==> src/rtl/instruction_fetch_unit.sv <==
// Prefetching fetch stage: issues sequential reads to a 1-cycle synchronous instruction memory,
// buffers returned words in a FIFO and hands {instr, instr_pc} to decode. Optional macro: IFU_BYPASS_EN.
module instruction_fetch_unit #(
    parameter int                ADDR_W    = 8,
    parameter int                DATA_W    = 8,
    parameter int                DEPTH     = 4,
    parameter logic [ADDR_W-1:0] RESET_PC  = '0,
    parameter logic [DATA_W-1:0] HALT_WORD = '0
) (
    input  logic              clk,
    input  logic              reset,
    output logic              imem_rd_en,
    output logic [ADDR_W-1:0] imem_addr,
    input  logic [DATA_W-1:0] imem_rd_data,
    input  logic              redirect,
    input  logic [ADDR_W-1:0] redirect_pc,
    output logic              instr_valid,
    input  logic              instr_ready,
    output logic [DATA_W-1:0] instr,
    output logic [ADDR_W-1:0] instr_pc,
    output logic              halted,
    output logic              dbg_state
);

    localparam int PW = $clog2(DEPTH);
    localparam logic [PW+1:0] DEPTH_V = (PW+2)'(DEPTH);

    typedef enum logic {
        S_FETCH = 1'b0,
        S_HALT  = 1'b1
    } state_t;

    state_t              r_state;
    logic [ADDR_W-1:0]   r_fetch_pc;
    logic                r_inflight;
    logic [ADDR_W-1:0]   r_infl_pc;
    logic [DATA_W-1:0]   r_fifo_data [DEPTH];
    logic [ADDR_W-1:0]   r_fifo_pc   [DEPTH];
    logic [PW-1:0]       r_rd_ptr;
    logic [PW-1:0]       r_wr_ptr;
    logic [PW:0]         r_count;

    logic [PW+1:0]       w_used;
    logic                w_issue;
    logic                w_resp;
    logic                w_fifo_valid;
    logic                w_bypass;
    logic                w_push;
    logic                w_pop;

    // Credits use the start-of-cycle occupancy plus the outstanding read, so a
    // same-cycle pop never frees a slot early and a response always has room.
    assign w_used       = {1'b0, r_count} + {{(PW+1){1'b0}}, r_inflight};
    assign w_issue      = !reset && (r_state == S_FETCH) && !redirect && (w_used < DEPTH_V);
    assign w_resp       = !reset && r_inflight && (r_state == S_FETCH) && !redirect;
    assign w_fifo_valid = (r_count != '0);

`ifdef IFU_BYPASS_EN
    assign w_bypass = w_resp && !w_fifo_valid;
`else
    assign w_bypass = 1'b0;
`endif

    // Decode handshake: a word transfers on a cycle where instr_valid && instr_ready;
    // while instr_valid && !instr_ready the offered word is held unchanged.
    assign w_pop  = w_fifo_valid && instr_ready;
    assign w_push = w_resp && !(w_bypass && instr_ready);

    assign imem_rd_en = w_issue;
    assign imem_addr  = r_fetch_pc;
    assign halted     = (r_state == S_HALT);
    assign dbg_state  = r_state;

    always_comb begin
        instr_valid = 1'b0;
        instr       = '0;
        instr_pc    = '0;
        if (w_fifo_valid) begin
            instr_valid = 1'b1;
            instr       = r_fifo_data[r_rd_ptr];
            instr_pc    = r_fifo_pc[r_rd_ptr];
        end else if (w_bypass) begin
            instr_valid = 1'b1;
            instr       = imem_rd_data;
            instr_pc    = r_infl_pc;
        end
    end

    always_ff @(posedge clk) begin
        if (w_push && !redirect) begin
            r_fifo_data[r_wr_ptr] <= imem_rd_data;
            r_fifo_pc[r_wr_ptr]   <= r_infl_pc;
        end
    end

    always_ff @(posedge clk) begin
        if (reset) begin
            r_state    <= S_FETCH;
            r_fetch_pc <= RESET_PC;
            r_inflight <= 1'b0;
            r_infl_pc  <= '0;
            r_rd_ptr   <= '0;
            r_wr_ptr   <= '0;
            r_count    <= '0;
        end else begin
            r_inflight <= w_issue;
            if (w_issue) begin
                r_infl_pc <= r_fetch_pc;
            end

            if (redirect) begin
                r_fetch_pc <= redirect_pc;
            end else if (w_issue) begin
                r_fetch_pc <= r_fetch_pc + ADDR_W'(1);
            end

            case (r_state)
                S_FETCH: begin
                    if (w_resp && (imem_rd_data == HALT_WORD)) begin
                        r_state <= S_HALT;
                    end
                end
                S_HALT: begin
                    if (redirect) begin
                        r_state <= S_FETCH;
                    end
                end
                default: r_state <= S_FETCH;
            endcase

            // A same-cycle transfer still completes; the flush then empties the FIFO.
            if (redirect) begin
                r_rd_ptr <= '0;
                r_wr_ptr <= '0;
                r_count  <= '0;
            end else begin
                if (w_push) begin
                    r_wr_ptr <= r_wr_ptr + PW'(1);
                end
                if (w_pop) begin
                    r_rd_ptr <= r_rd_ptr + PW'(1);
                end
                case ({w_push, w_pop})
                    2'b10:   r_count <= r_count + (PW+1)'(1);
                    2'b01:   r_count <= r_count - (PW+1)'(1);
                    default: r_count <= r_count;
                endcase
            end
        end
    end

endmodule

==> config.mk <==
export PLATFORM = sky130hd
export DESIGN_NAME = instruction_fetch_unit
export DESIGN_NICKNAME = d
export VERILOG_FILES = /design/src/rtl/instruction_fetch_unit.sv
export SDC_FILE = /design/constraint.sdc
export NUM_CORES = 1
export LEC_CHECK = 0
export CORE_ASPECT_RATIO = 0.6
export CORE_MARGIN = 5
export CORE_UTILIZATION = 49
export CTS_CLUSTER_DIAMETER = 150
export CTS_CLUSTER_SIZE = 24
export DETAILED_ROUTE_END_ITERATION = 6
export PLACE_DENSITY = 0.87
export SYNTH_ARGS = -nofsm -noshare
export SYNTH_HDL_FRONTEND = slang
export SYNTH_SLANG_ARGS = --single-unit
==> constraint.sdc <==
create_clock -name clk -period 3 [get_ports clk]
set_clock_uncertainty 0.2 [all_clocks]
set_input_delay 0.9 -clock clk [delete_from_list [all_inputs] [get_ports clk]]
set_output_delay 0.9 -clock clk [all_outputs]
set_load 0.1 [all_outputs]
==> metrics <==
Post-synth ARST share 0; routed wire length 7370 microns; IO Port Bufs 47; die width 122 microns; antenna viol nets, final 0; Syn Inst Count 254; CTS tree built; Avg Vias per Cell 5.26; sw frac 0.236; Mapped Area 3710 sq um; commonest non-fill, non-tap cells in the layout edfxtp_1, dfxtp_1, buf_12; DRC violations left 0; crit end category output pin; largest cells by area after synthesis edfxtp_1, dfxtp_1, mux4_2; Seq/Total Area, Yosys 0.664; Worst-path clk slew 60 ps; Synth Register Bits 91; initial antenna violation count 0; core area 7300 sq um; postcts setup bufs 0; Setup Crit Path Kind in -> out; Crit Path Max Fanout 3; # rows 24; final worst setup slack 91.4 ps; total grt overflow 0; period utilization 0.970; worst min-delay path category reg -> reg; CTS resizes 2; ant diodes 0; Req. time, crit path 1900 ps; CP Cell Sequence dlygate4sd2_1, nor4_4, nand2_2, clkinv_1, buf_12; worst slew pin tran 531 ps; CTS buffer count 9; CTS Sinks 91; r2r setup slk 460 ps; area delta synth->final 31.5%; drt first pass iters 5; dpl ws -262 ps; Synth top area share 0.518; Post-synth EDFFs 64; WP data arrival 1810 ps; outcome finished, final reports clean; LEAKAGE 1.69 nW; switching pwr 614 uW; endpoints failing setup 0; crit path launch type primary input; Internal Pwr Total 1.99 mW; Die ar. 9460 sq um; first-pass GRT wire length 12000 microns; Max VDD drop 0.236 mV; Worst slew margin 0.646; post-synth cell types 41; fin crit period 2910 ps; drt initial violations 80; Achievable Freq 0.344 GHz; Sequential Power Share 0.526; Comb power frac 0.077; worst-path cell with the longest stage delay dlygate4sd2_1; htree depth 3; via count of the first global-routing pass 2285; CTS Buffer Depth 2; Primary FF master, synth edfxtp_1; RSZ-0062 raised after global routing false; Max-cap violations 0; Die H 77.4 microns; Cell Pwr Density 535 nW/um^2; Root Driver clkbuf_16; post-synth top area cell edfxtp_1; final count of pins violating max slew 0; Syn Area/Cell 14.6 sq um; commonest non-fill, non-tap cell in the layout edfxtp_1; max incr delay on CP 280 ps; Hold Vio Cnt, Final 0; fraction of layout cells with a size suffix above 1 0.280; RD Place Congestion 0.878; Post-DP HPWL 4800 microns; nets@finish 343; initial core utilization 0.508; Clock Power Share 0.397; Worst-Skew Late Latency 340 ps; setup_tns 0 ps; routed vias 2236; Syn Nets 281; largest net degree at the start of global routing 23; WL per Instance 17.3 microns; IO Count 48; Hold-fix buffers, CTS 0; Synth Warn # 0; Total GRT Usage 0.169
[registers in the layout (all words and copies together), names as in the netlist, named ones only]
name,flops
r_inflight,1
imem_addr,8
r_fifo_pc,32
r_fifo_data,32
r_count,3
r_infl_pc,8
r_rd_ptr,2
r_wr_ptr,2
dbg_state,1
[metrics by stage]
step,power [mW],cells,hold slack [ps],util,area [sq um]
floorplan,1.52,254,260,-,3720
global placement,1.59,409,282,0.630,4600
detailed placement,1.60,409,297,0.630,4600
CTS,2.63,425,306,0.668,4870
global route,2.70,425,331,0.668,4870
finish,2.61,425,303,0.668,4870
[synth_stat cells, types with 2 or more instances]
cell and number:
edfxtp_1 64, o21bai_1 2, ha_1 6, a22oi_1 4, o22ai_1 3, nand2b_1 4
or3_1 3, and2_1 21, a21oi_1 15, xor2_1 3, clkbuf_1 7, nor2_1 16
mux4_2 16, dfxtp_1 27, xnor2_1 3, nand2_1 21, inv_1 9, nand3_1 4
buf_2 4
[routing by layer]
metal,GRT usage,vias to the layer above,share of wire
met5,0,-,0
met4,0.0670,0,0.012
met1,0.240,1093,0.47
met3,0.0465,10,0.066
li1,-,1061,-
met2,0.249,72,0.45
[power by group through the flow]
stage	clock (mW)	sequential, mW	combinational, mW
final	1.03	1.37	0.200
after global routing	1.11	1.37	0.212
after CTS	1.06	1.37	0.200
after detailed placement	0	1.40	0.200
after global placement	0	1.40	0.196
after floorplan	0	1.44	0.0736
[logic make-up after synthesis]
family | share of synthesized area
muxes | 0.0999
buffers and inverters | 0.0277
and+or+nand+nor | 0.111
AOI/OAI and AO/OA | 0.0570
xor gates and xnor gates | 0.0142
adders and majority gates | 0.0256
DFF | 0.664
[path summary, 6_finish.rpt]
kind	startpoint	endpoint	cells past startpoint
min reg2reg	r_infl_pc[7]$_SDFFE_PP0P_	r_infl_pc[7]$_SDFFE_PP0P_	2
max reg2reg	r_count[2]$_SDFFE_PP0P_	r_count[2]$_SDFFE_PP0P_	9
max	reset	imem_rd_en	5
min	r_infl_pc[7]$_SDFFE_PP0P_	r_infl_pc[7]$_SDFFE_PP0P_	2
[area by class of cell]
class | count | area (sq um)
inverter | 10 | 37.5
clock inverter | 7 | 52.6
clock buffer | 9 | 225
tap | 104 | 130
timing repair buffer | 64 | 813
sequential | 91 | 2460
fill | 510 | 2420
multi-input combinational | 140 | 1150
[worst max-delay path: cells and delay by family]
family,cells,cell delay (ps)
buffers and inverters,3,560
AND/OR/NAND/NOR,2,350
Note: power is estimated with default switching activity, not from simulation.
